===== config.mk =====
export PLATFORM = sky130hd
export DESIGN_NAME = gpio_mulcore
export DESIGN_NICKNAME = d
export VERILOG_FILES = /design/src/rtl/gpio_mulcore.sv
export SDC_FILE = /design/constraint.sdc
export NUM_CORES = 1
export LEC_CHECK = 0
export CAP_MARGIN = 20
export CORE_ASPECT_RATIO = 1.25
export CORE_MARGIN = 5
export CORE_UTILIZATION = 40
export DETAILED_ROUTE_END_ITERATION = 16
export HOLD_SLACK_MARGIN = 0.15
export MAX_ROUTING_LAYER = met4
export PLACE_DENSITY_LB_ADDON = 0.3
export SLEW_MARGIN = 20
export SYNTH_ARGS = -nofsm -noshare
export SYNTH_HDL_FRONTEND = slang
export SYNTH_SLANG_ARGS = --single-unit

===== constraint.sdc =====
create_clock -name clk -period 4.44 [get_ports clk]
set_clock_uncertainty 0.15 [all_clocks]
set_input_delay 0.888 -clock clk [delete_from_list [all_inputs] [get_ports clk]]
set_output_delay 0.888 -clock clk [all_outputs]
set_load 0.005 [all_outputs]

===== src/rtl/gpio_mulcore.sv =====
// gpio_mulcore: register-mapped sequential multiplier with GPIO capture.
// A1 x A2 is computed by an unsigned shift-add engine, one multiplier bit
// per clock. W receives the low RES_W product bits and L their popcount.
// Optional feature macro: GPIO_MULCORE_IRQ_EN adds the irq port and the
// STATUS irq_pend bit (bit 4); without it bit 4 reads 0.
module gpio_mulcore #(
    parameter int          OP_W  = 24,
    parameter int          RES_W = 32,
    parameter logic [15:0] BASE  = 16'h0380
) (
    input  logic        clk,
    input  logic        n_reset,
    input  logic [15:0] saddress,
    input  logic        srd,
    input  logic        swr,
    input  logic [31:0] sdata_in,
    output logic [31:0] sdata_out,
    input  logic [31:0] gpio_in,
    input  logic        gpio_latch,
    output logic [31:0] gpio_in_s_insp,
    output logic [31:0] gpio_out
`ifdef GPIO_MULCORE_IRQ_EN
    ,
    output logic        irq
`endif
);

    localparam int PW    = 2 * OP_W;
    localparam int CNT_W = $clog2(OP_W + 1);

    localparam logic [15:0] ADDR_A1   = BASE;
    localparam logic [15:0] ADDR_A2   = BASE + 16'h0008;
    localparam logic [15:0] ADDR_W    = BASE + 16'h0010;
    localparam logic [15:0] ADDR_L    = BASE + 16'h0018;
    localparam logic [15:0] ADDR_CTRL = BASE + 16'h0020;

    typedef enum logic [1:0] {IDLE, MULT, POP, DONE} state_t;

    state_t             state_q, state_d;
    logic [OP_W-1:0]    a1_q, a2_q;
    logic [PW-1:0]      mcand_q;
    logic [OP_W-1:0]    mplier_q;
    logic [PW-1:0]      prod_q;
    logic [CNT_W-1:0]   cnt_q;
    logic [RES_W-1:0]   w_q;
    logic [5:0]         l_q;
    logic               valid_q, err_q, busy_q, ready_q;
    logic [15:0]        op_count_q;
    logic [31:0]        gpio_in_s;
    logic [31:0]        rd_data;
    logic               status_irq;

    logic hit_a1, hit_a2, hit_w, hit_l, hit_ctrl;
    logic start_wr, start_ok, hi_zero;

    // Number of set bits in a result word.
    function automatic logic [5:0] popcount(input logic [RES_W-1:0] v);
        logic [5:0] n;
        n = '0;
        for (int i = 0; i < RES_W; i++)
            n = n + 6'(v[i]);
        return n;
    endfunction

    assign hit_a1   = (saddress == ADDR_A1);
    assign hit_a2   = (saddress == ADDR_A2);
    assign hit_w    = (saddress == ADDR_W);
    assign hit_l    = (saddress == ADDR_L);
    assign hit_ctrl = (saddress == ADDR_CTRL);

    assign start_wr = swr && hit_ctrl && sdata_in[0];
    assign start_ok = start_wr && (state_q == IDLE);
    // Overflow check: bits above RES_W must be zero (trivially true when RES_W == PW).
    assign hi_zero  = ((prod_q >> RES_W) == '0);

    assign gpio_out       = {16'h0000, op_count_q};
    assign gpio_in_s_insp = gpio_in_s;

    // Bits of sdata_in above the operand width are never stored.
    logic unused_sdata;
    assign unused_sdata = ^sdata_in;

    // FSM state register.
    always_ff @(posedge clk or negedge n_reset) begin
        if (!n_reset) state_q <= IDLE;
        else          state_q <= state_d;
    end

    // FSM next-state: MULT runs exactly OP_W steps, then one POP and one DONE cycle.
    always_comb begin
        state_d = state_q;
        case (state_q)
            IDLE: if (start_ok) state_d = MULT;
            MULT: if (cnt_q == CNT_W'(OP_W - 1)) state_d = POP;
            POP:  state_d = DONE;
            DONE: state_d = IDLE;
            default: state_d = IDLE;
        endcase
    end

    // Operand registers, written directly from the bus at any time.
    always_ff @(posedge clk or negedge n_reset) begin
        if (!n_reset) begin
            a1_q <= '0;
            a2_q <= '0;
        end else if (swr) begin
            if (hit_a1) a1_q <= sdata_in[OP_W-1:0];
            if (hit_a2) a2_q <= sdata_in[OP_W-1:0];
        end
    end

    // Shift-add engine: shadows load on start so later A1/A2 writes do not disturb it.
    always_ff @(posedge clk or negedge n_reset) begin
        if (!n_reset) begin
            mcand_q  <= '0;
            mplier_q <= '0;
            prod_q   <= '0;
            cnt_q    <= '0;
            w_q      <= '0;
            l_q      <= '0;
        end else if (start_ok) begin
            mcand_q  <= PW'(a1_q);
            mplier_q <= a2_q;
            prod_q   <= '0;
            cnt_q    <= '0;
        end else if (state_q == MULT) begin
            if (mplier_q[0]) prod_q <= prod_q + mcand_q;
            mcand_q  <= mcand_q << 1;
            mplier_q <= mplier_q >> 1;
            cnt_q    <= cnt_q + CNT_W'(1);
        end else if (state_q == POP) begin
            w_q <= prod_q[RES_W-1:0];
            l_q <= popcount(prod_q[RES_W-1:0]);
        end
    end

    // Status flags and completion counter.
    always_ff @(posedge clk or negedge n_reset) begin
        if (!n_reset) begin
            busy_q     <= 1'b0;
            ready_q    <= 1'b1;
            valid_q    <= 1'b0;
            err_q      <= 1'b0;
            op_count_q <= '0;
        end else begin
            if (start_ok) begin
                busy_q  <= 1'b1;
                ready_q <= 1'b0;
                valid_q <= 1'b0;
                err_q   <= 1'b0;
            end else if (start_wr) begin
                err_q <= 1'b1;
            end
            if (state_q == POP) valid_q <= hi_zero;
            if (state_q == DONE) begin
                busy_q     <= 1'b0;
                ready_q    <= 1'b1;
                op_count_q <= op_count_q + 16'd1;
            end
        end
    end

`ifdef GPIO_MULCORE_IRQ_EN
    logic irq_pend_q;

    // Completion interrupt: set on DONE, cleared by STATUS read or accepted start.
    always_ff @(posedge clk or negedge n_reset) begin
        if (!n_reset)                              irq_pend_q <= 1'b0;
        else if (state_q == DONE)                  irq_pend_q <= 1'b1;
        else if ((srd && hit_ctrl) || start_ok)    irq_pend_q <= 1'b0;
    end

    assign irq        = irq_pend_q;
    assign status_irq = irq_pend_q;
`else
    assign status_irq = 1'b0;
`endif

    // Read mux: unmapped addresses return zero.
    always_comb begin
        rd_data = '0;
        if (hit_a1)   rd_data = 32'(a1_q);
        if (hit_a2)   rd_data = 32'(a2_q);
        if (hit_w)    rd_data = 32'(w_q);
        if (hit_l)    rd_data = 32'(l_q);
        if (hit_ctrl) rd_data = {27'h0, status_irq, err_q, busy_q, ready_q, valid_q};
    end

    // Registered read data, capturing pre-write register contents.
    always_ff @(posedge clk or negedge n_reset) begin
        if (!n_reset)  sdata_out <= '0;
        else if (srd)  sdata_out <= rd_data;
    end

    // GPIO input capture.
    always_ff @(posedge clk or negedge n_reset) begin
        if (!n_reset)        gpio_in_s <= '0;
        else if (gpio_latch) gpio_in_s <= gpio_in;
    end

endmodule


==> out/metrics.yaml, run 1 <==
routing:
  drcViolationCount: 0
  drt_iter0_drc: 637
  vias_per_cell: 5.35
  wl_per_cell_um: 18.1
  ant_nets: 0
  drtPass1Iterations: 5
  wirelength_um: 39500
  vias: 11697
run_status:
  status: "complete, but fails checks"
  violations: "setup timing"
floorplanning:
  dieArea_sq_mm: 0.0436
  fp.dieH_um: 232
  initial_core_util: 0.404
  ioPinCount: 181
  die_x_um: 188
  rows: 81
  core_sq_mm: 0.0391
clocking:
  clock-sinks: 297
  clk_path_buf_depth: 3
  clk_latency_ps: 580
  cts_max_level: 1
  cts_tree: "built"
  clk_pin_slew_worst_paths_ps: 60
  cts_made_buffers: 31
  clock-root-buffer: "clkbuf_16"
setup_path:
  cpPeakStageDelay_ps: 580
  crit_chain: "inv_1 -> fa_1 -> fa_1 -> fa_2 -> fa_2 -> fa_1 -> fa_1 -> inv_2 -> ha_4 -> inv_2 -> fa_2 -> inv_1 -> a21o_1 -> a21oi_2 -> xnor2_1 -> mux2_2"
  crit_fanout: 2
  rrSetupSlack_ps: -450
  crit_path_end_kind: "register"
  crit_top_cell: "fa_1"
  path_class: "register to register"
  required_ps: 4760
  critPathArrivalTime_ps: 5210
  rr_worst_depth: 16
  cp-start-kind: "register"
  worst_path_max_delay_cell: "fa_1"
global_route:
  overflow: 0
  grt_max_degree: 93
  grt_pass1_wl_um: 65300
  antenna_found_initial: 0
  grt_pass1_vias: 12306
  grt_usage: 0.186
placement:
  io_buffers: 156
  place_ws_ps: -486
  place.gp.congestion: 0.882
  dp.cells: 2127
  hpwlAfterDp_um: 28300
synth:
  synthFlopType: "dfrtp_1"
  syn_avg_cell_area_sq_um: 10.5
  synth.ff_latch_count: 297
  seq_area_frac_synth: 0.470
  yosysWarnings: 0
  synth_cell_types: 62
  synth_edf_count: 0
  syn-instance-count: 1510
  async_flop_share: 1.00
  synth_area_sq_mm: 0.0158
final_layout:
  drive_above_1_share: 0.148
  n_antenna_cell: 0
  syn_to_final_growth_pct: 21.0
  stdcell_count: 2186
  finalNetCount: 1836
  final_util: 0.489
pwr:
  powerDensity_mw_per_mm2: 974
  ir_worst_vdd_mv: 2.22
  power_w: 0.0186
  power_leakage_nw: 8.25
sta:
  finalHoldViolations: 0
  finalMaxSlewViolations: 0
  fmax_mhz: 204
  fin_ws_ps: -453
  fin_crit_sh: 1.10
  worst_pin_slew_ps: 995
  setup_viol: 5
  period_needed_ps: 4890
  slew_headroom: 0.336
  rsz0062_at_grt: "true"
hold_path:
  hold_class: "input pin to asynchronous set/reset pin"
flow_run:
  max-cap-violations: 0
-- repair_timing --
item                                   CTS  global route
setup endpoints to repair                5             5
hold buffers                             0             0
endpoints found under the hold margin    0             0
resized for setup                        3             9
buffers inserted                         1             2
pin swaps                                1             8
-- metrics by stage --
stage	setup TNS, ps	hold slack (ps)	area, sq um
global placement	-1280	315	18000
detailed placement	-1750	315	18000
finish	-1670	191	19100
global route	-2370	246	19100
CTS	-1700	202	19100
floorplan	-715	296	15900
-- critical path: cells and delay by family (launching register included) --
family | cells | cell delay [ps]
mux | 1 | 250
fa+ha+maj | 8 | 3470
compound gates | 2 | 190
buf+inv | 4 | 260
flops | 1 | 350
xor+xnor | 1 | 120
-- final cells by class --
| cell class | count | area [sq um] |
|---|---|---|
| multi-input combinational | 1049 | 7760 |
| clock buffer | 43 | 881 |
| fill | 3586 | 20000 |
| tap | 498 | 623 |
| sequential | 297 | 7430 |
| timing repair buffer | 203 | 1970 |
| inverter | 83 | 312 |
| clock inverter | 13 | 156 |
-- power by group --
part / switching, W / internal [W] / total, W
sequential: 0.000450 / 0.00330 / 0.00375
clock: 0.00110 / 0.00155 / 0.00265
combinational: 0.00612 / 0.00611 / 0.0122
-- cells in the final DEF (no fill, tap or decap), types with 7 or more instances in the layout --
cell / instances
a211oi_1: 7
a21o_1: 18
a21oi_1: 97
a31oi_1: 7
buf_4: 42
clkbuf_16: 31
clkdlybuf4s50_1: 154
conb_1: 16
dfrtp_1: 296
fa_1: 20
ha_1: 58
inv_1: 79
mux2_2: 117
mux2i_1: 99
nand2_1: 144
nand3_1: 35
nand4_1: 17
nor2_1: 102
nor3_1: 10
nor4_1: 12
o21ai_0: 100
o21bai_1: 11
o22ai_1: 19
xnor2_1: 38
xor2_1: 19
-- Yosys cell counts, types with 5 or more instances --
| cell | n | share of area |
|---|---|---|
| a22oi_1 | 5 | 0.0024 |
| o21ai_0 | 100 | 0.032 |
| nor3_1 | 10 | 0.0032 |
| and2_1 | 6 | 0.0024 |
| a31oi_1 | 7 | 0.0028 |
| mux2i_1 | 99 | 0.063 |
| buf_1 | 14 | 0.0033 |
| ha_1 | 61 | 0.048 |
| clkbuf_1 | 63 | 0.015 |
| a21oi_1 | 99 | 0.031 |
| a21o_1 | 18 | 0.0085 |
| mux4_2 | 6 | 0.0085 |
| inv_1 | 83 | 0.020 |
| o21bai_1 | 11 | 0.0052 |
| nor4_1 | 12 | 0.0047 |
| xor2_1 | 19 | 0.011 |
| nand2_1 | 145 | 0.034 |
| nor2b_1 | 6 | 0.0024 |
| nor2_1 | 102 | 0.024 |
| o22ai_1 | 19 | 0.0075 |
| nand3_1 | 35 | 0.011 |
| xnor2_1 | 38 | 0.021 |
| a211oi_1 | 7 | 0.0033 |
| and3_1 | 6 | 0.0024 |
| or3_1 | 6 | 0.0024 |
| mux2_2 | 118 | 0.084 |
| fa_1 | 25 | 0.032 |
| nand4_1 | 17 | 0.0067 |
| buf_4 | 16 | 0.0076 |
| dfrtp_1 | 296 | 0.47 |
-- layer usage --
layer | vias up | global-route usage | wire, um
li1 | 5529 | - | -
met1 | 5802 | 0.228 | 16900
met2 | 288 | 0.321 | 19800
met3 | 78 | 0.0257 | 1650
met4 | 0 | 0.0606 | 1180
met5 | - | - | 0
-- cell families (layout without fill, tap and decap cells) --
group                    after synthesis  in the layout  synth area share
AND/OR/NAND/NOR                      364            364             0.103
AO/OA/AOI/OAI                        303            303             0.113
flip-flops                           297            297             0.470
multiplexers                         223            223             0.155
buffers and inverters                179            342            0.0465
adder cells (fa/ha/maj)               86             86            0.0799
XOR/XNOR                              57             57            0.0316
other                                  1             16          0.000237
-- final timing paths --
check,startpoint,endpoint
worst max-delay path,prod_q[23],l_q[4]
worst min-delay path,n_reset,a2_q[12]
worst max register to register,prod_q[23],l_q[4]
worst min register to register,op_count_q[15],op_count_q[15]
max in group asynchronous,n_reset,ready_q
min in group clk,op_count_q[15],op_count_q[15]
-- sequential cells by signal, indices dropped and copies added, names as in the netlist --
name and flops:
op_count_q 16, a1_q 24, gpio_in_s_insp 32, prod_q 48
l_q 6, ready_q 1, cnt_q 5, mplier_q 24
valid_q 1, sdata_out 32, mcand_q 48, err_q 1
busy_q 1, w_q 32, a2_q 24, state_q 2
Power figures use the tool's default switching activity.
==> run 2: changes to the inputs <==
--- a/config.mk
+++ b/config.mk
@@ -9,5 +9,5 @@
 export CORE_ASPECT_RATIO = 1.25
 export CORE_MARGIN = 5
-export CORE_UTILIZATION = 40
+export CORE_UTILIZATION = 25
 export DETAILED_ROUTE_END_ITERATION = 16
 export HOLD_SLACK_MARGIN = 0.15
==> constraint.sdc (replaced) <==
create_clock -name clk -period 4.44 [get_ports clk]
set_clock_uncertainty 0.15 [all_clocks]
set_input_delay 1.332 -clock clk [delete_from_list [all_inputs] [get_ports clk]]
set_output_delay 1.332 -clock clk [all_outputs]
set_load 0.005 [all_outputs]
==> run 2 against run 1 <==
The flow still finishes with violations (setup timing). Design area is 2.1% higher. Register-to-register slack hardly changed. Largest cell class unchanged. Power is 5.0% lower. Die area is 57% higher. Fmax is 0.23% higher.
==> out/metrics.yaml, run 2 (synthesized netlist as in run 1, its figures left out) <==
run_status:
  status: "complete, but fails checks"  # unchanged
  violations: "setup timing"  # unchanged
sta:
  fin_ws_ps: -442  # was -453 ps
  fin_crit_sh: 1.10  # about the same
  period_needed_ps: 4880  # was 4890 ps
  worst_pin_slew_ps: 952  # was 995 ps
  fin_setup_tns_ps: -1360  # was -1670 ps
  setup_viol: 5  # unchanged
  finalHoldViolations: 0  # unchanged
  fmax_mhz: 205  # was 204 MHz
  rsz0062_at_grt: "true"  # unchanged
  slew_headroom: 0.363  # was 0.336
  finalMaxSlewViolations: 0  # unchanged
routing:
  drcViolationCount: 0  # unchanged
  ant_nets: 0  # unchanged
  vias: 11651  # was 11697
  wl_per_cell_um: 16.4  # was 18.1 um
  drt_iter0_drc: 437  # was 637
  vias_per_cell: 4.60  # was 5.35
  wirelength_um: 41700  # was 39500 um
  drtPass1Iterations: 6  # was 5
pwr:
  ir_worst_vdd_mv: 1.79  # was 2.22 mV
  power_leakage_nw: 8.27  # was 8.25 nW
  powerDensity_mw_per_mm2: 906  # was 974 mW/mm^2
  power_w: 0.0177  # was 0.0186 W
setup_path:
  crit_top_cell: "fa_1"  # unchanged
  cp-start-kind: "register"  # unchanged
  cpPeakStageDelay_ps: 560  # was 580 ps
  crit_start: "prod_q[17]"  # was prod_q[23]
  worst_path_max_delay_cell: "fa_2"  # was fa_1
  critPathArrivalTime_ps: 5200  # was 5210 ps
  critPathBufInv: 4  # unchanged
  crit_family: "adder cells"  # unchanged
  required_ps: 4760  # about the same
  r2r_start: "prod_q[17]"  # was prod_q[23]
  crit_chain: "fa_1 -> inv_1 -> fa_1 -> fa_2 -> fa_1 -> fa_1 -> fa_1 -> inv_1 -> ha_2 -> inv_2 -> fa_2 -> inv_1 -> a21o_1 -> a21oi_2 -> xnor2_1 -> mux2_2"  # was inv_1 -> fa_1 -> fa_1 -> fa_2 -> fa_2 -> fa_1 -> fa_1 -> inv_2 -> ha_4 -> inv_2 -> fa_2 -> inv_1 -> a21o_1 -> a21oi_2 -> xnor2_1 -> mux2_2
  path_class: "register to register"  # unchanged
  crit_fanout: 2  # unchanged
  crit_path_end_kind: "register"  # unchanged
flow_run:
  max-cap-violations: 0  # unchanged
placement:
  dpl_cell_area_sq_mm: 0.0185  # was 0.0180 sq mm
  io_buffers: 156  # unchanged
  hpwlAfterDp_um: 31100  # was 28300 um
  place.gp.congestion: 0.897  # was 0.882
clocking:
  clk_latency_ps: 590  # was 580 ps
  clock-root-buffer: "clkbuf_16"  # unchanged
  cts_made_buffers: 30  # was 31
  cts_tree: "built"  # unchanged
  clock-sinks: 297  # unchanged
  clk_pin_slew_worst_paths_ps: 60  # about the same
  cts_max_level: 1  # unchanged
  clk_path_buf_depth: 3  # unchanged
global_route:
  grt_pass1_vias: 12311  # was 12306
  antenna_found_initial: 0  # unchanged
  overflow: 0  # unchanged
  grt_usage: 0.123  # was 0.186
  grt_pass1_wl_um: 68300  # was 65300 um
  grt_max_degree: 89  # was 93
floorplanning:
  initial_core_util: 0.251  # was 0.404
  core_sq_mm: 0.0629  # was 0.0391 sq mm
  die_x_um: 235  # was 188 um
  dieArea_sq_mm: 0.0684  # was 0.0436 sq mm
  rows: 103  # was 81
  ioPinCount: 181  # unchanged
  fp.dieH_um: 291  # was 232 um
final_layout:
  final_area_sq_mm: 0.0195  # was 0.0191 sq mm
  n_antenna_cell: 0  # unchanged
  top_regs: "mcand_q x48, prod_q x48"  # unchanged
  final_util: 0.311  # was 0.489
  syn_to_final_growth_pct: 23.5  # was 21.0%
  layout_common_cells: "dfrtp_1 (296), clkdlybuf4s50_1 (153), nand2_1 (144), mux2_2 (117), nor2_1 (102)"  # was dfrtp_1 (296), clkdlybuf4s50_1 (154), nand2_1 (144), mux2_2 (117), nor2_1 (102)
  drive_above_1_share: 0.147  # was 0.148
  final_common_cell: "dfrtp_1"  # unchanged
  finalNetCount: 1842  # was 1836
hold_path:
  hold_start: "op_count_q[15]"
  hold_class: "register to register"  # was input pin to asynchronous set/reset pin
## run 2: cell types whose count changed in the layout (fill, tap and decap cells not counted), moves of 2 or more
cell and delta:
clkbuf_1 +4, clkinvlp_4 -2, buf_4 +8, fa_2 -3, fa_1 +3
## run 2: final timing paths
path / end / slack, ps / cells past startpoint
hold reg to reg: op_count_q[15] / 330 / 1
min in group asynchronous: mplier_q[15] / 620 / 1
hold / removal: op_count_q[15] / 330 / 1
max in group asynchronous: sdata_out[27] / 2600 / 2
setup / recovery: l_q[4] / -440 / 16
setup reg to reg: l_q[4] / -440 / 16
## run 2: metrics by stage
| stage | hold slack, ps | std cells | setup slack (ps) |
|---|---|---|---|
| floorplan | 296 | 1525 | -293 |
| global placement | 315 | 2478 | -423 |
| detailed placement | 315 | 2478 | -455 |
| finish | 326 | 2535 | -442 |
| global route | 357 | 2535 | -561 |
| CTS | 331 | 2534 | -461 |
## run 2: final cells by class
cell class                 count  area [sq um]
fill                        6555         43400
multi-input combinational   1049          7740
sequential                   297          7430
timing repair buffer         210          2010
tap                          840          1050
clock buffer                  45           857
inverter                      83           312
clock inverter                11           131
## run 2: worst reg2reg max path, cell delays in order, from the launching register on
cell and delay [ps]:
dfrtp_1 400, fa_1 540, inv_1 50, fa_1 470, fa_2 560, fa_1 440, fa_1 510, fa_1 420
inv_1 80, ha_2 180, inv_2 40, fa_2 330, inv_1 60, a21o_1 130, a21oi_2 60, xnor2_1 120
mux2_2 250
## run 2: what timing repair did
item / 4_1_cts / 5_1_grt
endpoints found under the hold margin: 0 / 0
hold buffers: 0 / 0
buffers inserted: 0 / 1
pin swaps: 1 / 6
gates resized for setup: 3 / 3
setup endpoints to repair: 5 / 5
## run 2: per-layer routing
| layer | part of all wire | GRT usage |
|---|---|---|
| met1 | 0.40 | 0.139 |
| met2 | 0.53 | 0.226 |
| met3 | 0.039 | 0.0164 |
| met4 | 0.030 | 0.0385 |
| met5 | 0 | - |
## run 2: power breakdown
group          internal [W]  switching, W
registers           0.00330      0.000449
clock network       0.00145       0.00109
logic               0.00576       0.00564
total                0.0105       0.00719
